**src/rtl/route_if.sv**
```systemverilog
// route_if: command, station-ID, motion and queue-status signals of the route processor.
interface route_if #(
  parameter int ID_W  = 6,
  parameter int DEPTH = 4
);
  logic                       cmd_rdy, ID_vld, Ok2Move;
  logic [ID_W+1:0]            cmd, ID;
  logic                       clr_cmd_rdy, clr_ID_vld;
  logic                       go, in_transit, buzz, buzz_n;
  logic [ID_W-1:0]            dest_ID;
  logic [$clog2(DEPTH+1)-1:0] q_count;
  logic                       q_full, arrived, err_ovf;
  modport master (
    output cmd_rdy, cmd, ID_vld, ID, Ok2Move,
    input  clr_cmd_rdy, clr_ID_vld, go, in_transit, buzz, buzz_n,
    input  dest_ID, q_count, q_full, arrived, err_ovf
  );
  modport slave (
    input  cmd_rdy, cmd, ID_vld, ID, Ok2Move,
    output clr_cmd_rdy, clr_ID_vld, go, in_transit, buzz, buzz_n,
    output dest_ID, q_count, q_full, arrived, err_ovf
  );
endinterface

```
**src/rtl/route_proc.sv**
```systemverilog
// route_proc: destination queue with IDLE/TRANSIT motion control, arrival detection and piezo buzz.
module route_proc #(
  parameter int ID_W     = 6,
  parameter int DEPTH    = 4,
  parameter int BUZZ_DIV = 12500
) (
  input logic clk,
  input logic rst,
  route_if.slave bus
);
  localparam int AW = $clog2(DEPTH);
  localparam int QW = $clog2(DEPTH+1);
  localparam int CW = BUZZ_DIV > 1 ? $clog2(BUZZ_DIV) : 1;
  typedef enum logic {IDLE, TRANSIT} state_t;
  state_t state, state_nxt;
  logic [ID_W-1:0] mem [DEPTH];
  logic [AW-1:0]   rp, wp;
  logic [QW-1:0]   cnt, cnt_nxt;
  logic [CW-1:0]   bcnt;
  logic [ID_W-1:0] head;
  logic [1:0]      op;
  logic            buzz_q, arr_q, ovf_q;
  logic            is_stop, is_go, is_add, is_flush, full, pop, push, drop, leave, buzz_en;
  assign op       = bus.cmd[ID_W+1:ID_W];
  assign is_stop  = bus.cmd_rdy && op == 2'b00;
  assign is_go    = bus.cmd_rdy && op == 2'b01;
  assign is_add   = bus.cmd_rdy && op == 2'b10;
  assign is_flush = bus.cmd_rdy && op == 2'b11;
  assign full     = cnt == QW'(DEPTH);
  assign head     = cnt == '0 ? '0 : mem[rp];
  // FLUSH overrides an arrival in the same cycle, so it suppresses the pop
  assign pop      = state == TRANSIT && bus.ID_vld && bus.ID[ID_W+1:ID_W] == 2'b00 &&
                    bus.ID[ID_W-1:0] == head && cnt != '0 && !is_flush;
  assign push     = (is_go || is_add) && (!full || pop);
  assign drop     = (is_go || is_add) && full && !pop;
  assign cnt_nxt  = is_flush ? '0 : cnt + QW'(push) - QW'(pop);
  assign leave    = is_stop || is_flush || (pop && cnt == QW'(1) && !(is_go && push));
  assign buzz_en  = state == TRANSIT && !bus.Ok2Move;
  always_ff @(posedge clk)
    state <= rst ? IDLE : state_nxt;
  always_comb
    state_nxt = state == IDLE ? ((is_go && cnt_nxt != '0) ? TRANSIT : IDLE)
                              : (leave ? IDLE : TRANSIT);
  always_comb begin
    bus.clr_cmd_rdy = bus.cmd_rdy;
    bus.clr_ID_vld  = bus.ID_vld;
    bus.in_transit  = state == TRANSIT;
    bus.go          = state == TRANSIT && bus.Ok2Move;
    bus.buzz        = buzz_q;
    bus.buzz_n      = buzz_en ? ~buzz_q : 1'b0;
    bus.dest_ID     = head;
    bus.q_count     = cnt;
    bus.q_full      = full;
    bus.arrived     = arr_q;
    bus.err_ovf     = ovf_q;
  end
  always_ff @(posedge clk) begin
    if (rst) begin
      rp    <= '0;
      wp    <= '0;
      cnt   <= '0;
      arr_q <= 1'b0;
      ovf_q <= 1'b0;
    end else begin
      if (push) mem[wp] <= bus.cmd[ID_W-1:0];
      wp    <= is_flush ? '0 : wp + AW'(push);
      rp    <= is_flush ? '0 : rp + AW'(pop);
      cnt   <= cnt_nxt;
      arr_q <= pop;
      ovf_q <= drop;
    end
  end
  always_ff @(posedge clk) begin
    if (rst || !buzz_en) begin
      bcnt   <= '0;
      buzz_q <= 1'b0;
    end else if (bcnt == CW'(BUZZ_DIV-1)) begin
      bcnt   <= '0;
      buzz_q <= ~buzz_q;
    end else begin
      bcnt   <= bcnt + CW'(1);
    end
  end
endmodule
```
**src/flat_wrapper.sv**
```systemverilog
// flat-port wrapper written by rule: the top's interface ports become plain ports
module route_proc_flat 
#(
  parameter int ID_W     = 6,
  parameter int DEPTH    = 4,
  parameter int BUZZ_DIV = 12500
)
  (clk, rst, bus_cmd_rdy, bus_cmd, bus_ID_vld, bus_ID, bus_Ok2Move, bus_clr_cmd_rdy, bus_clr_ID_vld, bus_go, bus_in_transit, bus_buzz, bus_buzz_n, bus_dest_ID, bus_q_count, bus_q_full, bus_arrived, bus_err_ovf);
  route_if #(.ID_W(ID_W), .DEPTH(DEPTH)) bus_i ();
  input logic clk;
  input logic rst;
  input wire logic [$bits(bus_i.cmd_rdy)-1:0] bus_cmd_rdy;
  input wire logic [$bits(bus_i.cmd)-1:0] bus_cmd;
  input wire logic [$bits(bus_i.ID_vld)-1:0] bus_ID_vld;
  input wire logic [$bits(bus_i.ID)-1:0] bus_ID;
  input wire logic [$bits(bus_i.Ok2Move)-1:0] bus_Ok2Move;
  output wire logic [$bits(bus_i.clr_cmd_rdy)-1:0] bus_clr_cmd_rdy;
  output wire logic [$bits(bus_i.clr_ID_vld)-1:0] bus_clr_ID_vld;
  output wire logic [$bits(bus_i.go)-1:0] bus_go;
  output wire logic [$bits(bus_i.in_transit)-1:0] bus_in_transit;
  output wire logic [$bits(bus_i.buzz)-1:0] bus_buzz;
  output wire logic [$bits(bus_i.buzz_n)-1:0] bus_buzz_n;
  output wire logic [$bits(bus_i.dest_ID)-1:0] bus_dest_ID;
  output wire logic [$bits(bus_i.q_count)-1:0] bus_q_count;
  output wire logic [$bits(bus_i.q_full)-1:0] bus_q_full;
  output wire logic [$bits(bus_i.arrived)-1:0] bus_arrived;
  output wire logic [$bits(bus_i.err_ovf)-1:0] bus_err_ovf;
  assign bus_i.cmd_rdy = bus_cmd_rdy;
  assign bus_i.cmd = bus_cmd;
  assign bus_i.ID_vld = bus_ID_vld;
  assign bus_i.ID = bus_ID;
  assign bus_i.Ok2Move = bus_Ok2Move;
  assign bus_clr_cmd_rdy = bus_i.clr_cmd_rdy;
  assign bus_clr_ID_vld = bus_i.clr_ID_vld;
  assign bus_go = bus_i.go;
  assign bus_in_transit = bus_i.in_transit;
  assign bus_buzz = bus_i.buzz;
  assign bus_buzz_n = bus_i.buzz_n;
  assign bus_dest_ID = bus_i.dest_ID;
  assign bus_q_count = bus_i.q_count;
  assign bus_q_full = bus_i.q_full;
  assign bus_arrived = bus_i.arrived;
  assign bus_err_ovf = bus_i.err_ovf;
  route_proc #(.ID_W(ID_W), .DEPTH(DEPTH), .BUZZ_DIV(BUZZ_DIV)) u_core (.clk(clk), .rst(rst), .bus(bus_i));
endmodule
```
**config.mk**
```make
export PLATFORM = sky130hd
export DESIGN_NAME = route_proc_flat
export DESIGN_NICKNAME = d
export VERILOG_FILES = /design/src/rtl/route_if.sv /design/src/rtl/route_proc.sv /design/src/flat_wrapper.sv
export SDC_FILE = /design/constraint.sdc
export NUM_CORES = 1
export LEC_CHECK = 0
export CORE_MARGIN = 5
export CORE_UTILIZATION = 56
export CTS_CLUSTER_DIAMETER = 100
export DETAILED_ROUTE_END_ITERATION = 6
export HOLD_SLACK_MARGIN = 0.1
export PLACE_DENSITY = 0.94
export SLEW_MARGIN = 20
export SYNTH_ARGS = -nofsm -noshare
export SYNTH_HDL_FRONTEND = slang
export SYNTH_SLANG_ARGS = --single-unit
```
**constraint.sdc**
```tcl
create_clock -name clk -period 5.47 [get_ports clk]
set_input_delay 1.3675 -clock clk [delete_from_list [all_inputs] [get_ports clk]]
set_output_delay 1.3675 -clock clk [all_outputs]
set_load 0.02 [all_outputs]
```
== After elaboration in Yosys (flattened, before gate mapping) ==
Memories as Yosys holds them, arrays and structs flattened. A register that Yosys moved wholly into a read port is not among the register bits.
Index checks and enable logic that the tools add are counted.
Word-level totals
  flip-flop bits (word level): 25
  latch bits: 0
  bits in writable memories: 24
  memory bits (read-only): 0
  input bits: 21
  output and inout bits: 18
  memories kept: 1
Cells by class
  add/sub/neg operators: 5
  multiply operators: 0
  divide/modulo/power cells: 0
  magnitude comparators: 0
  equal/unequal tests: 7
  shift-type cells: 0
  mux-type cells: 10
  bitwise gates (word level): 1
  reductions and logical operators: 36
Memories
  u_core.mem: depth 4, width 6, rd ports 1, clocked after memory_dff 1, write ports 1, RTL line route_proc.sv:16  | logic [ID_W-1:0] mem [DEPTH];
Operators with widths (count)
  $logic_and A1 B1 Y1: 18
  $add A14 B1 Y14 const B: 1
  $eq A14 B14 Y1 const B: 1
  $mux W1: 7
  $eq A6 B6 Y1: 1
  $logic_not A1 Y1: 6
  $mux W6: 1
  $reduce_bool A3 Y1: 2
  $logic_or A1 B1 Y1: 5
  $add A2 B1 Y2: 2
  $eq A2 B2 Y1 const B: 2
  $logic_not A2 Y1: 2
  $reduce_or A2 Y1: 2
  $add A3 B1 Y3: 1
  $eq A3 B1 Y1 const B: 1
  $eq A3 B3 Y1 const B: 1
  $logic_not A3 Y1: 1
  $mux W3: 1
  $sub A3 B1 Y3: 1
  $eq A2 B1 Y1 const B: 1
  $mux W2: 1
  $not A1 Y1: 1

== Depth between registers and ports, before layout ==
Gate-level depths: netlist (run 1).
  depth in word-level cells: 15
  depth in mapped cells: 15
  mapped depth without buffers: 13

== Worst setup path after synthesis (run 1) ==
No wires, ideal clock.
  kind: input to register
  start: input port bus_ID[7]
  end: register u_core.state, in the netlist u_core.bus.in_transit
  setup time: 0.095 ns
  data arrival time: 3.866 ns
  path slack: 1.508 ns
  stages on the path: 14
  path through: nor4bb_1 > and3_1 > o2111ai_1 > a211o_1 > buf_6 > a21oi_1 > ha_1 > inv_1 > fa_1 > xor2_1 > xnor2_1 > a31oi_1 > o21ai_0 > a221oi_1
Between the ends
  cells in the longest elaborated chain, start to end: 14
Ends and longest elaborated chain
  start: declaration: RTL line flat_wrapper.sv:15  | input wire logic [$bits(bus_i.ID)-1:0] bus_ID;
  $logic_not A2 Y1 (*): RTL line route_proc.sv:32  | assign pop = state == TRANSIT && bus.ID_vld && bus.ID[ID_W+1:ID_W] == 2'b00 &&
  $logic_and A1 B1 Y1 (*) (2 in series): RTL line route_proc.sv:32
  $logic_and A1 B1 Y1 (*) (2 in series): RTL line route_proc.sv:33  | bus.ID[ID_W-1:0] == head && cnt != '0 && !is_flush;
  $logic_or A1 B1 Y1: RTL line route_proc.sv:34  | assign push = (is_go || is_add) && (!full || pop);
  $logic_and A1 B1 Y1: RTL line route_proc.sv:34
  $add A3 B1 Y3: RTL line route_proc.sv:36  | assign cnt_nxt = is_flush ? '0 : cnt + QW'(push) - QW'(pop);
  $sub A3 B1 Y3: RTL line route_proc.sv:36
  $mux W3: RTL line route_proc.sv:36
  $reduce_bool A3 Y1: RTL line route_proc.sv:42  | state_nxt = state == IDLE ? ((is_go && cnt_nxt != '0) ? TRANSIT : IDLE)
  $logic_and A1 B1 Y1: RTL line route_proc.sv:42
  $mux W1: RTL line route_proc.sv:42
  $mux W1 (*): RTL line route_proc.sv:42
  end signal: assignment: RTL line route_proc.sv:40  | state <= rst ? IDLE : state_nxt;
  end: declaration: RTL line route_proc.sv:15  | state_t state, state_nxt;
Mark *: on every way between the ends. The rest lies on a longest branch, timed or not.
A chain may end at the register's enable or synchronous reset.

== Final worst setup path (run 1) ==
Ends and elaborated chain as after synthesis.

==> reports/qor.csv, run 1 <==
stage,metric,value,unit
detailed_routing,drt first pass iters,4,
detailed_routing,DR vias/cell,5.53,
sta,fmax,0.228,GHz
worst_setup_path,Buf/Inv on CP,2,
sta,final worst-path cycle share,0.802,
worst_setup_path,R2R Path End,u_core.bus.in_transit,
logic_synthesis,Post-synth EDFFs,24,
logic_synthesis,Synth area leader,edfxtp_1,
clock_network,Post-CTS Setup Repair Bufs,0,
clock_network,CTS H-tree lvls,2,
final_layout,FILL cells,279,
power,total power,0.725,mW
run,max cap viols,0,
grt,total gr overflow,0,
worst_setup_path,CP peak stage delay,440,ps
worst_setup_path,RR Startpoint,u_core.rp[0],
worst_hold_path,Hold EP,u_core.bcnt[0],
worst_setup_path,critical-path cell list,clkdlybuf4s50_1 > nor4bb_1 > and3_1 > o2111ai_1 > a211o_1 > a21oi_1 > ha_1 > inv_1 > fa_1 > xor2_1 > xnor2_1 > a31oi_1 > o21ai_0 > a221oi_1,
worst_setup_path,Reg2Reg Setup Slack,1540,ps
final_layout,most frequent cells in the layout,"38 x clkdlybuf4s50_1, 29 x nor2_1, 25 x dfxtp_1",
final_layout,post-route cell area,2790,um2
logic_synthesis,Synth Instances,200,
detailed_routing,post-DR wirelength/cell,15.4,um
final_layout,Area Growth Syn to Fin,22.6,%
clock_network,Root Buffer,clkbuf_8,
sta,final setup vio count,0,
status,status,finished clean,
sta,post-layout min period,4390,ps
clock_network,CTS resizes,0,
die,die width,73.8,um
die,Core Area,3970,um2
final_layout,share of cells above drive strength 1,0.0669,
clock_network,Worst-path clk slew,90,ps
detailed_routing,DRT iter0 DRCs,125,
final_layout,Final Core Density,0.703,
die,die area,5440,um2
worst_setup_path,Worst path top cell family by delay,compound AO/OA/AOI/OAI gates,
final_layout,Final nets,263,
sta,unrepaired setup endpoints after global routing,no,
sta,max-slew violations,0,
final_layout,Post-Layout Cell Count,289,
clock_network,clock tree buffer depth,2,
logic_synthesis,Synth warnings,0,
grt,largest net degree at the start of global routing,16,
worst_hold_path,Min-Delay Path Class,reg -> reg,
logic_synthesis,Unique masters post-synth,41,
placed_design,placed cell area,2670,um2
logic_synthesis,top cell type's share of synthesized area,0.316,
worst_setup_path,startpoint types,input port,
die,# IOs,39,
grt,Total GRT Usage,0.183,
die,Starting Density,0.573,
final_layout,Diodes inserted,0,
placed_design,Placed Cells,281,
die,die height,73.8,um
logic_synthesis,synthesized area,2280,um2
sta,Final TNS setup,0,ps
sta,Hold WS,465,ps
worst_hold_path,min-delay src,u_core.bcnt[0],
clock_network,Hold Buf Count CTS,0,
grt,initial antenna violation count,0,
sta,Worst-Margin Slew,817,ps
sta,worst setup margin,1080,ps
sta,Final Hold Viols,0,
logic_synthesis,syn_nets,225,
logic_synthesis,syn avg cell area,11.4,um2
clock_network,cts bufs inserted,5,
logic_synthesis,top_reg_cell synth,dfxtp_1,
logic_synthesis,asr flop ratio synth,0,
detailed_routing,number of routed nets with antenna violations,0,
worst_setup_path,Worst path slowest cell,a211o_1,
worst_setup_path,CP Capture Type,flop,
clock_network,clk sinks,49,
final_layout,"commonest non-fill, non-tap cell in the layout",clkdlybuf4s50_1,
placed_design,IO buf count,38,
detailed_routing,DRT Wirelength,4.46,mm
placed_design,HPWL Detailed,3.32,mm
grt,first-pass GRT wire length,7.49,mm
clock_network,Clock Latency Late Sink,300,ps
power,leakage,0.931,nW
worst_hold_path,Min-Delay Path Depth,1,
sta,clock skew,9.59,ps
worst_setup_path,cells on worst reg2reg path,13,
sta,Slew headroom,0.454,
placed_design,minimum setup slack after placement,790,ps
logic_synthesis,main area contributors after synthesis,"edfxtp_1 32%, dfxtp_1 22%, mux4_2 4.9%",
worst_setup_path,Worst Path Required,5680,ps
worst_setup_path,WP data arrival,4600,ps
grt,via count of the first global-routing pass,1597,
power,Power Density,260,nW/um2
worst_setup_path,critical path class,in -> reg,
die,row cnt,23,
clock_network,CTS tree,built,
power,maximum vdd drop,193,uV
detailed_routing,drt drc,0,
logic_synthesis,"FF+latch count, synth",49,
worst_setup_path,crit-path max FO,9,
detailed_routing,routed via count,1597,
logic_synthesis,register area share after synthesis,0.536,
placed_design,routability cong.,0.847,
## kinds of logic (layout without fill, tap and decap cells)
family          count (synthesis)  in the layout  synth area share
fa+ha+maj                       4              4            0.0253
xor+xnor                       20             20            0.0769
buf+inv                        14             53            0.0341
flops                          49             49             0.536
simple gates                   84             84             0.187
mux                            10             10            0.0791
compound gates                 19             19            0.0615
## routing by layer
layer | part of all wire | vias up | track usage
met3 | 0.054 | 9 | 0.0534
met1 | 0.41 | 757 | 0.222
met2 | 0.52 | 45 | 0.302
li1 | - | 786 | -
met4 | 0.018 | 0 | 0.0805
met5 | 0 | - | 0
## where the power goes
part	switching [mW]	internal, mW
sequential	0.00437	0.389
combinational	0.0356	0.0362
clock	0.115	0.145
total	0.155	0.570
## state kept, by name, summed over array words and instances, names as in the netlist
name and cells:
u_core.wp 2, u_core.mem 24, u_core.bcnt 14, u_core.bus.err_ovf 1, u_core.rp 2, u_core.bus.arrived 1
u_core.bus.q_count 3, u_core.bus.buzz 1, u_core.bus.in_transit 1
## layout make-up
class                   count  area [um2]  area share
clock buffers               7         119      0.0426
clock inverters             1        5.00     0.00179
inverters                   7        26.3     0.00941
multi-input cells         137         978       0.350
flip-flops and latches     49        1220       0.437
repair buffers             38         380       0.136
well taps                  50        62.6      0.0224
## how the worst max path moves through the flow
stage               startpoint               endpoint  cells past startpoint
floorplan            bus_ID[7]  u_core.bus.in_transit                     14
global placement    bus_ID_vld  u_core.bus.in_transit                     14
detailed placement  bus_ID_vld  u_core.bus.in_transit                     14
CTS                  bus_ID[7]  u_core.bus.in_transit                     14
global route         bus_ID[7]  u_core.bus.in_transit                     14
finish               bus_ID[7]  u_core.bus.in_transit                     14
## cells in the mapped netlist, types with 2 or more instances
cell type	number
a21oi_1	6
a31oi_1	2
and2_1	7
and3_1	5
buf_2	2
buf_4	2
buf_6	2
dfxtp_1	25
edfxtp_1	24
ha_1	3
inv_1	7
mux2i_1	3
mux4_2	5
nand2_1	14
nand2b_1	4
nand3_1	6
nand3b_1	4
nand4_1	3
nor2_1	29
nor2b_1	2
nor3_1	3
o2111ai_1	2
o21ai_0	3
or3_1	2
xnor2_1	11
xor2_1	9
## worst reg2reg max path, cell delays in order, from the launching register on
cell,delay [ps]
dfxtp_1,680
mux4_2,620
xnor2_1,190
o2111ai_1,250
a211o_1,410
a21oi_1,260
ha_1,190
inv_1,50
fa_1,400
xor2_1,170
xnor2_1,150
a31oi_1,160
o21ai_0,80
a221oi_1,240
Power figures use the tool's default switching activity.
==> run 2, diff against run 1 <==
--- a/config.mk
+++ b/config.mk
@@ -6,11 +6,11 @@
 export NUM_CORES = 1
 export LEC_CHECK = 0
 export CORE_MARGIN = 5
-export CORE_UTILIZATION = 56
+export CORE_UTILIZATION = 47
 export CTS_CLUSTER_DIAMETER = 100
 export DETAILED_ROUTE_END_ITERATION = 6
 export HOLD_SLACK_MARGIN = 0.1
-export PLACE_DENSITY = 0.94
+export PLACE_DENSITY = 0.85
 export SLEW_MARGIN = 20
 export SYNTH_ARGS = -nofsm -noshare
 export SYNTH_HDL_FRONTEND = slang
==> constraint.sdc (replaced) <==
create_clock -name clk -period 3.6 [get_ports clk]
set_input_delay 0.9 -clock clk [delete_from_list [all_inputs] [get_ports clk]]
set_output_delay 0.9 -clock clk [all_outputs]
set_load 0.02 [all_outputs]
==> reports/qor.csv, run 2 (synthesis gave the netlist of run 1 again) <==
stage,metric,value,unit,change
final_layout,share of cells above drive strength 1,0.155,,was 0.0669
detailed_routing,DRT iter0 DRCs,90,,was 125
die,row cnt,25,,was 23
final_layout,most frequent cells in the layout,"35 x clkdlybuf4s50_1, 29 x nor2_1, 25 x dfxtp_1",,"was 38 x clkdlybuf4s50_1, 29 x nor2_1, 25 x dfxtp_1"
final_layout,Final nets,282,,was 263
grt,total gr overflow,0,,unchanged
die,die width,79.6,um,was 73.8 um
sta,unrepaired setup endpoints after global routing,no,,unchanged
sta,final worst-path cycle share,0.962,,
status,status,finished clean,,unchanged
sta,clock skew,14.1,ps,was 9.59 ps
final_layout,FILL cells,367,,was 279
placed_design,Placed Cells,315,,was 281
grt,Total GRT Usage,0.153,,was 0.183
run,max cap viols,0,,unchanged
final_layout,Area Growth Syn to Fin,29.7,%,was 22.6%
sta,max-slew violations,0,,unchanged
sta,post-layout min period,3460,ps,
final_layout,"commonest non-fill, non-tap cell in the layout",clkdlybuf4s50_1,,unchanged
worst_setup_path,startpoint types,input port,,unchanged
worst_setup_path,WP data arrival,3680,ps,was 4600 ps
worst_hold_path,Min-Delay Path Class,reg -> reg,,unchanged
sta,worst setup margin,138,ps,was 1080 ps
die,die area,6340,um2,was 5440 um2
die,die height,79.6,um,was 73.8 um
clock_network,Hold Buf Count CTS,0,,unchanged
worst_setup_path,crit-path max FO,4,,was 9
die,Starting Density,0.482,,was 0.573
detailed_routing,DR vias/cell,5.05,,was 5.53
clock_network,Worst-path clk slew,90,ps,about the same
detailed_routing,number of routed nets with antenna violations,0,,unchanged
worst_setup_path,Worst Path Required,3820,ps,was 5680 ps
final_layout,max FFs per register,24,,unchanged
sta,Final Hold Viols,0,,unchanged
power,total power,1.03,mW,was 0.725 mW
detailed_routing,drt drc,0,,unchanged
placed_design,IO buf count,38,,unchanged
clock_network,Clock Latency Late Sink,300,ps,about the same
final_layout,Top reg by flops,u_core.mem,,unchanged
power,maximum vdd drop,183,uV,was 193 uV
sta,final setup vio count,0,,unchanged
clock_network,Root Buffer,clkbuf_8,,unchanged
sta,Worst-Margin Slew,444,ps,was 817 ps
grt,first-pass GRT wire length,7.53,mm,was 7.49 mm
grt,via count of the first global-routing pass,1667,,was 1597
detailed_routing,routed via count,1641,,was 1597
worst_setup_path,CP Capture Type,flop,,unchanged
worst_setup_path,critical path class,in -> reg,,unchanged
clock_network,clk sinks,49,,unchanged
clock_network,CTS tree,built,,unchanged
final_layout,Diodes inserted,0,,unchanged
clock_network,clock tree buffer depth,2,,unchanged
grt,initial antenna violation count,0,,unchanged
placed_design,routability cong.,0.757,,was 0.847
placed_design,HPWL Detailed,3.37,mm,was 3.32 mm
die,# IOs,39,,unchanged
final_layout,Post-Layout Cell Count,325,,was 289
power,leakage,1.02,nW,was 0.931 nW
detailed_routing,drt first pass iters,4,,unchanged
detailed_routing,DRT Wirelength,4.66,mm,was 4.46 mm
sta,Slew headroom,0.703,,was 0.454
sta,fmax,0.289,GHz,
placed_design,minimum setup slack after placement,-335,ps,was 790 ps
die,Core Area,4720,um2,was 3970 um2
clock_network,cts bufs inserted,5,,unchanged
grt,largest net degree at the start of global routing,16,,unchanged
clock_network,CTS H-tree lvls,2,,unchanged
power,Power Density,348,nW/um2,was 260 nW/um2
detailed_routing,post-DR wirelength/cell,14.3,um,was 15.4 um
run 2: cell count changes in the layout (fill, tap and decap cells not counted), moves of 2 or more:
cell,delta
buf_4,+18
o21ai_1,+2
dlymetal6s2s_1,+3
clkdlybuf4s50_1,-3
clkinvlp_4,+2
o21ai_0,-2
clkbuf_16,-2
run 2: what timing repair did:
action / CTS / global route
setup endpoints to repair: 1 / 1
setup buffers: 0 / 2
pin swaps: 0 / 12
cloned: 0 / 0
resized for setup: 1 / 11
run 2: report_power, final:
part           switching, mW  total [mW]  internal (mW)
Clock                  0.175       0.312          0.137
Sequential           0.00690       0.598          0.591
Combinational         0.0556       0.118         0.0624
Total                  0.238        1.03          0.790
run 2: worst paths after layout:
kind,from,endpoint,slack [ps],cells past startpoint
min,u_core.bcnt[0],u_core.bcnt[0],480,1
max reg2reg,u_core.rp[0],u_core.bus.in_transit,170,14
min reg2reg,u_core.bcnt[0],u_core.bcnt[0],480,1
max,bus_ID[4],u_core.bus.in_transit,140,13
run 2: routing by layer:
| layer | up-vias | part of all wire | global-route usage |
|---|---|---|---|
| met5 | - | 0 | 0 |
| met4 | 0 | 0.011 | 0.0550 |
| met2 | 27 | 0.54 | 0.285 |
| met3 | 5 | 0.040 | 0.0339 |
| li1 | 822 | - | - |
| met1 | 787 | 0.41 | 0.170 |
run 2: layout make-up:
| cell class | instances | area [um2] | share of cell area |
|---|---|---|---|
| Timing Repair Buffer | 57 | 534 | 0.181 |
| Clock buffer | 6 | 72.6 | 0.0246 |
| Multi-Input combinational cell | 137 | 1000 | 0.339 |
| Sequential cell | 49 | 1220 | 0.414 |
| Clock inverter | 2 | 15.0 | 0.00508 |
| Inverter | 7 | 26.3 | 0.00890 |
| Tap cell | 67 | 83.8 | 0.0284 |
run 2: stage by stage:
stage                     area, um2  hold WS, ps  TNS [ps]   util
after floorplan                2280          430         0      -
after global placement         2820          444      -235  0.597
after detailed placement       2820          458      -335  0.597
after CTS                      2910          483         0  0.616
after global routing           2950          505         0  0.625
final                          2950          479         0  0.625
run 2: critical path, stage by stage:
cell and delay, ps:
clkdlybuf4s50_1 530, xnor2_1 130, nand3_1 180, a211o_1 370, xnor2_1 200, ha_2 200, inv_2 40, fa_2 340
xor2_1 160, xnor2_1 150, a31oi_1 130, o21ai_1 80, a221oi_1 260
==> run 3, diff against run 2 <==
--- a/config.mk
+++ b/config.mk
@@ -11,7 +11,7 @@
 export DETAILED_ROUTE_END_ITERATION = 6
 export HOLD_SLACK_MARGIN = 0.1
 export PLACE_DENSITY = 0.85
-export SLEW_MARGIN = 20
+export SLEW_MARGIN = 40
 export SYNTH_ARGS = -nofsm -noshare
 export SYNTH_HDL_FRONTEND = slang
 export SYNTH_SLANG_ARGS = --single-unit
==> results of run 3 <==
Same layout as run 2: the final DEF is identical, and so are final timing and power.
